[config.mk]
export PLATFORM = sky130hd
export DESIGN_NAME = vga_rx_decoder
export DESIGN_NICKNAME = d
export VERILOG_FILES = /design/src/rtl/vga_rx_decoder.sv
export SDC_FILE = /design/constraint.sdc
export NUM_CORES = 1
export LEC_CHECK = 0
export ABC_AREA = 1
export BUFFER_PORTS_ARGS = -buffer_cell sky130_fd_sc_hd__buf_2
export CORE_MARGIN = 10
export CORE_UTILIZATION = 40
export DETAILED_ROUTE_END_ITERATION = 16
export PLACE_DENSITY_LB_ADDON = 0.15
export SLEW_MARGIN = 20
export SYNTH_ARGS = -nofsm -noshare
export SYNTH_HDL_FRONTEND = slang
export SYNTH_SLANG_ARGS = --single-unit
[constraint.sdc]
create_clock -name clk_i -period 5.4 [get_ports clk_i]
set_input_delay 1.62 -clock clk_i [delete_from_list [all_inputs] [get_ports clk_i]]
set_output_delay 1.62 -clock clk_i [all_outputs]
set_load 0.05 [all_outputs]
[src/rtl/vga_rx_decoder.sv]
// vga_rx_decoder: receive side of the VGA character generator.
// Samples the generator's RGB/sync outputs, recovers pixel phase from hsync,
// checks line and frame lengths, and emits a coordinate-tagged pixel stream
// once the incoming timing has been seen clean for a whole frame.
module vga_rx_decoder #(
  parameter int unsigned CLK_FACTOR_25M = 4,
  parameter int unsigned H_ACTIVE       = 640,
  parameter int unsigned H_FP           = 16,
  parameter int unsigned H_SYNC         = 96,
  parameter int unsigned H_BP           = 48,
  parameter int unsigned V_ACTIVE       = 480,
  parameter int unsigned V_FP           = 10,
  parameter int unsigned V_SYNC         = 2,
  parameter int unsigned V_BP           = 33,
  parameter bit          HS_ACTIVE_LOW  = 1'b1,
  parameter bit          VS_ACTIVE_LOW  = 1'b1
) (
  input  logic        clk_i,
  input  logic        arstn_i,
  input  logic [3:0]  vga_r_i,
  input  logic [3:0]  vga_g_i,
  input  logic [3:0]  vga_b_i,
  input  logic        vga_hs_i,
  input  logic        vga_vs_i,
  output logic        pix_valid_o,
  output logic [9:0]  pix_x_o,
  output logic [9:0]  pix_y_o,
  output logic [11:0] pix_rgb_o,
  output logic        frame_start_o,
  output logic        line_err_o,
  output logic        frame_err_o,
  output logic        locked_o
);

  localparam int unsigned DW = $clog2(CLK_FACTOR_25M);
  localparam logic [DW-1:0] DIV_MAX = DW'(CLK_FACTOR_25M - 1);
  localparam logic [DW-1:0] DIV_MID = DW'(CLK_FACTOR_25M / 2);
  localparam logic [DW-1:0] DIV_ONE = DW'(1);

  // Line/frame counters saturate instead of wrapping so a stuck sync never
  // aliases back onto a valid length.
  localparam int unsigned CW = 12;
  localparam logic [CW-1:0] CNT_MAX = '1;
  localparam logic [CW-1:0] H_TOTAL = CW'(H_SYNC + H_BP + H_ACTIVE + H_FP);
  localparam logic [CW-1:0] H_START = CW'(H_SYNC + H_BP);
  localparam logic [CW-1:0] H_END   = CW'(H_SYNC + H_BP + H_ACTIVE);
  localparam logic [CW-1:0] V_TOTAL = CW'(V_SYNC + V_BP + V_ACTIVE + V_FP);
  localparam logic [CW-1:0] V_START = CW'(V_SYNC + V_BP);
  localparam logic [CW-1:0] V_END   = CW'(V_SYNC + V_BP + V_ACTIVE);

  typedef enum logic [1:0] {
    UNLOCKED = 2'd0,
    ACQUIRE  = 2'd1,
    LOCKED   = 2'd2
  } state_t;

  logic [3:0]    r_q, g_q, b_q;
  logic          hs_q, vs_q;
  logic          hs_prev;
  logic          vs_at_hs;
  logic          seen_hs, seen_vs;
  logic [DW-1:0] div_q;
  logic [CW-1:0] h_cnt, v_cnt;
  state_t        state;
  logic          acq_err;

  logic hs_edge, vs_edge, strobe, line_err, frame_err, any_err, pix_hit;

  // Input register; syncs are normalised to active-high here.
  always_ff @(posedge clk_i or negedge arstn_i) begin
    // NOTE: every sequential block uses non-blocking assignments so all
    // registers update from the same pre-edge values.
    if (!arstn_i) begin
      r_q  <= '0;
      g_q  <= '0;
      b_q  <= '0;
      hs_q <= 1'b0;
      vs_q <= 1'b0;
    end else begin
      r_q  <= vga_r_i;
      g_q  <= vga_g_i;
      b_q  <= vga_b_i;
      hs_q <= vga_hs_i ^ HS_ACTIVE_LOW;
      vs_q <= vga_vs_i ^ VS_ACTIVE_LOW;
    end
  end

  // Sync edges, mid-pixel strobe and the line/frame length checks.
  always_comb begin
    // NOTE: defaults first so no path leaves a signal unassigned (no latches).
    hs_edge   = 1'b0;
    vs_edge   = 1'b0;
    strobe    = 1'b0;
    line_err  = 1'b0;
    frame_err = 1'b0;
    pix_hit   = 1'b0;
    hs_edge   = hs_q & ~hs_prev;
    vs_edge   = hs_edge & vs_q & ~vs_at_hs;
    // An hsync edge realigns the pixel phase, so it suppresses any strobe.
    strobe    = ~hs_edge & (div_q == DIV_MID);
    line_err  = hs_edge & seen_hs & (h_cnt != H_TOTAL);
    frame_err = vs_edge & seen_vs & ((v_cnt + CW'(1)) != V_TOTAL);
    pix_hit   = strobe && (state == LOCKED) &&
                (h_cnt >= H_START) && (h_cnt < H_END) &&
                (v_cnt >= V_START) && (v_cnt < V_END);
  end

  assign any_err = line_err | frame_err;

  // Pixel phase divider plus horizontal and vertical position counters.
  always_ff @(posedge clk_i or negedge arstn_i) begin
    if (!arstn_i) begin
      hs_prev  <= 1'b0;
      vs_at_hs <= 1'b0;
      seen_hs  <= 1'b0;
      seen_vs  <= 1'b0;
      div_q    <= '0;
      h_cnt    <= '0;
      v_cnt    <= '0;
    end else begin
      hs_prev <= hs_q;
      if (hs_edge) begin
        // The edge cycle itself is phase 0 of pixel 0, so the divider
        // carries on from 1 and the strobe lands mid-pixel for any factor.
        div_q    <= DIV_ONE;
        h_cnt    <= '0;
        seen_hs  <= 1'b1;
        vs_at_hs <= vs_q;
        if (vs_edge) begin
          v_cnt   <= '0;
          seen_vs <= 1'b1;
        end else if (v_cnt != CNT_MAX) begin
          v_cnt <= v_cnt + CW'(1);
        end
      end else begin
        div_q <= (div_q == DIV_MAX) ? '0 : div_q + DIV_ONE;
        if (strobe && (h_cnt != CNT_MAX)) begin
          h_cnt <= h_cnt + CW'(1);
        end
      end
    end
  end

  // Registered pixel stream and error pulses; coordinates hold between pixels.
  always_ff @(posedge clk_i or negedge arstn_i) begin
    if (!arstn_i) begin
      pix_valid_o   <= 1'b0;
      pix_x_o       <= '0;
      pix_y_o       <= '0;
      pix_rgb_o     <= '0;
      frame_start_o <= 1'b0;
      line_err_o    <= 1'b0;
      frame_err_o   <= 1'b0;
    end else begin
      pix_valid_o   <= pix_hit;
      frame_start_o <= pix_hit && (h_cnt == H_START) && (v_cnt == V_START);
      line_err_o    <= line_err;
      frame_err_o   <= frame_err;
      if (pix_hit) begin
        pix_x_o   <= 10'(h_cnt - H_START);
        pix_y_o   <= 10'(v_cnt - V_START);
        pix_rgb_o <= {r_q, g_q, b_q};
      end
    end
  end

  // Lock FSM: one clean vs-to-vs frame in ACQUIRE earns LOCKED; any error drops it.
  always_ff @(posedge clk_i or negedge arstn_i) begin
    if (!arstn_i) begin
      state    <= UNLOCKED;
      acq_err  <= 1'b0;
      locked_o <= 1'b0;
    end else begin
      case (state)
        UNLOCKED: begin
          if (vs_edge) begin
            state   <= ACQUIRE;
            acq_err <= 1'b0;
          end
        end
        ACQUIRE: begin
          if (vs_edge) begin
            if (acq_err || any_err) begin
              acq_err <= 1'b0;
            end else begin
              state    <= LOCKED;
              locked_o <= 1'b1;
            end
          end else if (any_err) begin
            acq_err <= 1'b1;
          end
        end
        LOCKED: begin
          if (any_err) begin
            state    <= UNLOCKED;
            locked_o <= 1'b0;
          end
        end
        default: begin
          state    <= UNLOCKED;
          locked_o <= 1'b0;
        end
      endcase
    end
  end

endmodule

Yosys cells after proc, flatten, opt, wreduce, memory -nomap -nowiden
Index checks and enable logic that the tools add are counted.

word-level totals
  bits of input ports = 16
  word-level logic and storage cells = 100
  register bits after elaboration = 84
  output and inout port bits = 37

cells by class
  equality and inequality tests = 16
  bitwise gates (word level) = 15
  $add $sub $neg = 5
  reduce and logical (&&, ||, !) cells = 18
  mux-type cells = 20
  magnitude comparators = 4

operators with widths
  kind                     number
  $mux W12                 4
  $add A12 B1 Y12 const B  2
  $lt A12 B10 Y1 const B   2
  $ne A12 B10 Y1 const B   2
  $ne A12 B12 Y1 const B   2
  $eq A12 B6 Y1 const B    1
  $eq A12 B8 Y1 const B    1
  $ge A12 B6 Y1 const B    1
  $ge A12 B8 Y1 const B    1
  $mux W2                  6
  $reduce_and A4 Y1        3
  $sub A10 B6 Y10 const B  1
  $sub A10 B8 Y10 const B  1
  $and A1 B1 Y1            8
  $logic_and A1 B1 Y1      8
  $ne A2 B2 Y1 const B     4
  $mux W1                  7
  $eq A2 B2 Y1 const B     3
  $ne A3 B3 Y1 const B     2
  $not A1 Y1               6
  $pmux W2 S3              1
  $reduce_bool A2 Y1       3
  $reduce_and A2 Y1        2
  $pmux W1 S3              1
  other kinds (6)          6

Depth between registers and ports, before layout
Gate-level depths: netlist (run 1).

  word-level depth = 11
  mapped depth = 17
  gate-level depth less buffers = 17

Least setup slack after synthesis (run 1)
Ideal clock, no wire load.

  path type = reg-to-output
  from = register pix_y_o[4]
  to = output pix_y_o[4]
  required time = 3.780 ns
  data arrival time = 0.601 ns
  path slack = 3.179 ns
  stages on the path, launching flop included = 1
  path buffers = 0
  path through = dfrtp_1

RTL lines
  element                 RTL line  source
  from (decl)             27        output logic [9:0] pix_y_o,
  from (signal assigned)  161       pix_y_o <= 10'(v_cnt - V_START);

No word-level cell between the ends.

Final worst setup path (run 1)
  from = register v_cnt[0]
  to = register pix_y_o[4]

between the ends
  longest elaborated chain between the ends = 3
  elaborated cells on any way between the ends = 5
  classes of those cells = 1 x add/sub; 2 x order compare; 2 x reduce/logical

RTL lines
  element                 RTL line  source
  from (decl)             63        logic [CW-1:0] h_cnt, v_cnt;
  from (signal assigned)  133       v_cnt <= v_cnt + CW'(1);
  $ge A12 B6 Y1           105       (v_cnt >= V_START) && (v_cnt < V_END);
  $logic_and A1 B1 Y1     104       (h_cnt >= H_START) && (h_cnt < H_END) &&
  $logic_and A1 B1 Y1     105

Parallel ways exist; a longest one is shown, timed or not.
A chain may end at the register's enable or synchronous reset.

==> results.yml, run 1 <==
timing:
  max_slew_margin_pct: 48.2
  timing.final.hold_violations: 0
  timing_max_transition_violations_final: 0
  fmaxAchievable_mhz: 374
  number_of_failing_setup_endpoints_in_the_final_timing_report: 0
  skew_ps: 9.92
  rsz0062_at_grt: "no"
  layout_min_cycle_time_ps: 2670
  layout_worst_path_cycle_share_pct: 49.5
  tightest_slew_ps: 777
  setup_tns_ps: 0
routing:
  route.detailed.drc: 0
  post_drt_wl_per_cell_um: 13.6
  dr.first_iter.drc_count: 324
  avgViaCountPerCell: 4.80
  first_pass_iters: 4
  drt_wl_total_um: 8680
  vias: 3070
  drtAntennaViolNets: 0
logic_synthesis:
  synthTopCellsByArea: "sky130_fd_sc_hd__dfrtp_1, sky130_fd_sc_hd__nand2_1, sky130_fd_sc_hd__inv_1"
  post-synth-top-area-cell: "sky130_fd_sc_hd__dfrtp_1"
  share_of_flip_flops_with_an_asynchronous_set_or_reset_after_synthesis_pct: 100
  mappedNetlistNets: 477
  synth_flop_cell: "sky130_fd_sc_hd__dfrtp_1"
  synth-warning-count: 0
  yosysSeqAreaShare_pct: 52.3
  post_synth_most_frequent_cells: "sky130_fd_sc_hd__nand2_1, sky130_fd_sc_hd__dfrtp_1, sky130_fd_sc_hd__inv_1"
  synth_unique_cells: 36
  synth_top_area_share_pct: 52.3
  mappedNetlistArea_mm2: 0.00402
  ys_ff_latch: 84
  synthesized_area_per_cell_um2: 8.91
  postSynthCellCount: 451
  synth-edff-count: 0
  cell_with_the_most_instances_after_synthesis: "sky130_fd_sc_hd__nand2_1"
cells_and_area:
  post_route_cells_drive_above_1_share_pct: 21.3
  finalInstanceArea_mm2: 0.00454
  flow.area_growth_from_synthesis_pct: 13.0
  n_fill_cell: 968
  area.sequential_mm2: 0.00210
  layout.nets: 527
  antenna_cells: 0
  multi_input_area_mm2: 0.00163
clock_network:
  ctsRootBufferMaster: "sky130_fd_sc_hd__clkbuf_8"
  clock_sink_count: 84
  clock_path_buffers: 2
  cts_resized: 0
  ctsHoldBuffers: 0
  post_cts.repair.setup_buffers: 0
  worst_setup_hold_path_clk_slew_ps: 80
  clk-insertion-delay-late_ps: 370
  clock_tree.htree_level_count: 3
  numCtsBuffers: 9
  cts_tree: "yes"
critical_path:
  regToRegSetupSlack_ps: 2730
  critical_path_arrival_ps: 2930
  crit_path_start_kind: "register"
  worstSetupPathType: "register to register"
  worst-path-max-fanout: 49
  endpoint_kind: "register"
  crit_required_ps: 5660
  rr_worst_depth: 9
flow_run:
  cap_viol_max_count: 0
grt:
  number_of_antenna_violations_at_the_first_check_in_global_routing: 0
  global_route_wire_length_before_repair_um: 14900
  groute.usage.overall_pct: 12.5
  grt_max_degree: 85
  first_global_vias: 3025
  global_route.overflow_total: 0
power:
  pwr_density_cell_mw_per_mm2: 308
  vdd_drop_max_uv: 166
  power.static_leakage_nw: 2.30
floorplan:
  rows: 36
  die-height_um: 120
  start_util_pct: 41.1
  chipWidth_um: 120
  design.core.area_mm2: 0.00977
  design.portCount: 53
  die-area_mm2: 0.0145
place:
  gpl.final_weighted_congestion: 0.859
  detailedPlacementHpwl_um: 6280
  port-buffer-count: 52
  place_area_mm2: 0.00436
hold_path:
  whs_path_depth: 0
  hp-class: "register to register"
outcome:
  outcome: "complete, no violations"
[worst max-delay path: stages, from the launching register on]
cell,delay [ps]
sky130_fd_sc_hd__dfrtp_1,470
sky130_fd_sc_hd__ha_1,290
sky130_fd_sc_hd__inv_1,100
sky130_fd_sc_hd__nand3_2,100
sky130_fd_sc_hd__nand2_1,120
sky130_fd_sc_hd__nand3_1,120
sky130_fd_sc_hd__nand3_2,100
sky130_fd_sc_hd__buf_4,410
sky130_fd_sc_hd__clkinv_1,530
sky130_fd_sc_hd__o21a_1,320
[area by class of cell]
class / instances / area share, %
multi-input cells: 302 / 35.8
clock buffers: 11 / 3.12
clock inverters: 5 / 0.800
repair buffers: 53 / 6.04
inverters: 51 / 4.22
flip-flops and latches: 84 / 46.3
well taps: 133 / 3.67
[cells in the final DEF (no fill, tap or decap), drive strengths merged, types with 10 or more instances in the layout]
master  count
nand2     137
dfrtp      84
buf        53
inv        51
o21ai      36
nor2       31
nand3      26
clkbuf     11
ha         10
[per-stage QoR]
stage	hold slack [ps]	cells	power [W]	setup WS (ps)	utilization, %
2_1_floorplan	354	451	0.000930	3180	-
3_3_place_gp	358	623	0.000999	2740	44.6
3_5_place_dp	361	623	0.00101	2710	44.6
4_1_cts	381	639	0.00142	2690	46.4
5_1_grt	400	639	0.00150	2370	46.4
6_report	378	639	0.00140	2730	46.4
[routing by layer]
layer | wire, um | global-route usage [%]
met1 | 4200 | 16.8
met2 | 3730 | 18.0
met3 | 631 | 5.26
met4 | 108 | 4.07
met5 | 0 | 0
[power by group]
group | switching (W) | internal, W | leakage, nW
sequential | 0.0000475 | 0.000673 | 1.11
clock | 0.000227 | 0.000180 | 0.0820
combinational | 0.000181 | 0.0000882 | 1.11
[path summary, 6_finish.rpt]
path | startpoint | end
max in group asynchronous | arstn_i | div_q[1]$_DFF_PN0_
max reg2reg | v_cnt[0]$_DFFE_PN0P_ | pix_y_o[4]$_DFFE_PN0P_
min reg2reg | hs_q$_DFF_PN0_ | hs_prev$_DFF_PN0_
max | v_cnt[0]$_DFFE_PN0P_ | pix_y_o[4]$_DFFE_PN0P_
min in group asynchronous | arstn_i | pix_x_o[0]$_DFFE_PN0P_
min | hs_q$_DFF_PN0_ | hs_prev$_DFF_PN0_
[state kept, by name, indices dropped and copies added (netlist names)]
| name | cells |
|---|---|
| h_cnt | 12 |
| pix_rgb_o | 12 |
| v_cnt | 12 |
| pix_x_o | 10 |
| pix_y_o | 10 |
| b_q | 4 |
| g_q | 4 |
| r_q | 4 |
| div_q | 2 |
| state | 2 |
| acq_err | 1 |
| frame_err_o | 1 |
| frame_start_o | 1 |
| hs_prev | 1 |
| hs_q | 1 |
| line_err_o | 1 |
| locked_o | 1 |
| pix_valid_o | 1 |
| seen_hs | 1 |
| seen_vs | 1 |
| vs_at_hs | 1 |
| vs_q | 1 |
[cell families after synthesis]
group	share of synthesized area, %
adders and majority gates	3.11
DFF	52.3
AOI/OAI and AO/OA	9.28
xor gates and xnor gates	2.40
and+or+nand+nor	25.7
buffers and inverters	7.19
Note: power is estimated with default switching activity, not from simulation.
==> run 2, diff against run 1 <==
- clock period: 5.4 -> 2.25 ns (I/O delays scaled with it)
==> run 2 against run 1 <==
Effect of this change:
- total power grew to 2.5 times the previous value
- via count is 2.5% higher
- cell count is 2.0% higher
- routed wire length is 4.1% higher
- clock power grew to 2.7 times the previous value
- combinational power grew to 2.6 times the previous value
- sequential share of layout area is 1.3 points lower
- non-clock buffer count is 13 higher
- worst hold slack worse by 130 ps
- first-iteration DRC count is 35% lower
- largest power group unchanged
- clock skew is 0.86 ps lower
- final area is 3.0% higher
==> results.yml, run 2 (same netlist as run 1, synthesis figures left out) <==
timing:
  rsz0062_at_grt: "no"
  timing.final.hold_violations: 0
  number_of_failing_setup_endpoints_in_the_final_timing_report: 0
  layout_min_cycle_time_ps: 2040
  tightest_slew_ps: 458
  setup_tns_ps: 0
  skew_ps: 9.05
  timing_max_transition_violations_final: 0
  max_slew_margin_pct: 69.5
  layout_worst_path_cycle_share_pct: 90.8
  fmaxAchievable_mhz: 489
floorplan:
  design.core.area_mm2: 0.00977
  die-height_um: 120
  chipWidth_um: 120
  die-area_mm2: 0.0145
  rows: 36
  start_util_pct: 41.1
  design.portCount: 53
clock_network:
  clock_tree.htree_level_count: 3
  worst_setup_hold_path_clk_slew_ps: 90
  numCtsBuffers: 9
  clk-insertion-delay-late_ps: 370
  clock_sink_count: 84
  clock_path_buffers: 2
  ctsHoldBuffers: 0
  cts_tree: "yes"
  ctsRootBufferMaster: "sky130_fd_sc_hd__clkbuf_8"
routing:
  drt-met1-wl_um: 4380
  first_pass_iters: 4
  route.detailed.drc: 0
  dr.first_iter.drc_count: 209
  drtAntennaViolNets: 0
  post_drt_wl_per_cell_um: 13.9
  route.met2.wl_um: 4040
  route.top_layer_used: "met4"
  avgViaCountPerCell: 4.83
  wl_met3_um: 529
  drt_wl_total_um: 9040
  vias: 3147
critical_path:
  rr_worst_depth: 11
  crit_path_start_kind: "register"
  critical_path_arrival_ps: 2320
  worstSetupPathType: "register to register"
  endpoint_kind: "register"
  crit_required_ps: 2520
  worst-path-max-fanout: 5
cells_and_area:
  layout.nets: 540
  mostFrequentLayoutCells: "sky130_fd_sc_hd__nand2_1, sky130_fd_sc_hd__dfrtp_1, sky130_fd_sc_hd__buf_2, sky130_fd_sc_hd__inv_1, sky130_fd_sc_hd__o21ai_0"
  n_fill_cell: 968
  antenna_cells: 0
  largestRegisters: "h_cnt (12), pix_rgb_o (12), v_cnt (12)"
  flow.area_growth_from_synthesis_pct: 16.3
  final_core_util_pct: 47.8
  layout.cells.most_common: "sky130_fd_sc_hd__nand2_1"
  post_route_cells_drive_above_1_share_pct: 23.9
grt:
  groute.usage.overall_pct: 13.2
  global_route.overflow_total: 0
  global_route_wire_length_before_repair_um: 15500
  first_global_vias: 3133
  number_of_antenna_violations_at_the_first_check_in_global_routing: 0
  grt_max_degree: 40
power:
  pwr_density_cell_mw_per_mm2: 752
  power.static_leakage_nw: 2.38
  p_total_w: 0.00351
  vdd_drop_max_uv: 400
flow_run:
  cap_viol_max_count: 0
hold_path:
  hp-class: "input pin to async pin"
place:
  port-buffer-count: 52
  gpl.final_weighted_congestion: 0.864
  detailedPlacementHpwl_um: 6710
outcome:
  outcome: "complete, no violations"
[run 2: worst paths after layout]
| path | start | to | slack (ps) |
|---|---|---|---|
| max | h_cnt[0]$_DFFE_PN0P_ | h_cnt[7]$_DFFE_PN0P_ | 210 |
| min | arstn_i | h_cnt[4]$_DFFE_PN0P_ | 250 |
| max reg2reg | h_cnt[0]$_DFFE_PN0P_ | h_cnt[7]$_DFFE_PN0P_ | 210 |
| min reg2reg | hs_q$_DFF_PN0_ | hs_prev$_DFF_PN0_ | 380 |
| max in group asynchronous | arstn_i | pix_rgb_o[5]$_DFFE_PN0P_ | 1440 |
| min in group clk_i | hs_q$_DFF_PN0_ | hs_prev$_DFF_PN0_ | 380 |
[run 2: where the power goes]
part | total (W) | internal (W) | switching (W)
logic | 0.000701 | 0.000233 | 0.000467
clock network | 0.00111 | 0.000521 | 0.000588
registers | 0.00170 | 0.00162 | 0.0000878
[run 2: area by class of cell]
cell class / count / area, um^2 / share of cell area [%]
flip-flops and latches: 84 / 2100 / 45.0
multi-input cells: 302 / 1640 / 35.0
repair buffers: 66 / 380 / 8.14
inverters: 51 / 191 / 4.10
well taps: 133 / 166 / 3.56
clock buffers: 9 / 124 / 2.65
clock inverters: 7 / 73.8 / 1.58
[run 2: layer usage]
layer / track usage [%] / up-vias
met5: 0 / -
met4: 4.22 / 0
met3: 4.61 / 7
met2: 19.9 / 73
met1: 17.3 / 1481
li1: - / 1586
[run 2: worst max-delay path: stages, from the launching register on]
cell and delay [ps]:
sky130_fd_sc_hd__dfrtp_1 430, sky130_fd_sc_hd__ha_1 230, sky130_fd_sc_hd__nand3_1 150, sky130_fd_sc_hd__nor3_1 90, sky130_fd_sc_hd__a31oi_2 280, sky130_fd_sc_hd__inv_1 100
sky130_fd_sc_hd__nor2_1 170, sky130_fd_sc_hd__nand2_1 120, sky130_fd_sc_hd__nor3_2 170, sky130_fd_sc_hd__nand3_1 90, sky130_fd_sc_hd__nand2_1 60, sky130_fd_sc_hd__nor2_1 40
[run 2: repair_timing]
item,in CTS,in global routing
endpoints found under the setup margin,0,2
hold endpoints to repair,0,0
buffers inserted,0,0
resized for setup,0,2
[run 2: metrics by stage]
stage | instances | area, um^2 | setup slack (ps) | hold WS (ps)
2_1_floorplan | 451 | 4020 | 440 | 354
3_3_place_gp | 636 | 4470 | 251 | 359
3_5_place_dp | 636 | 4470 | 223 | 363
4_1_cts | 652 | 4660 | 206 | 249
5_1_grt | 652 | 4670 | 0.972 | 267
6_report | 652 | 4670 | 206 | 245
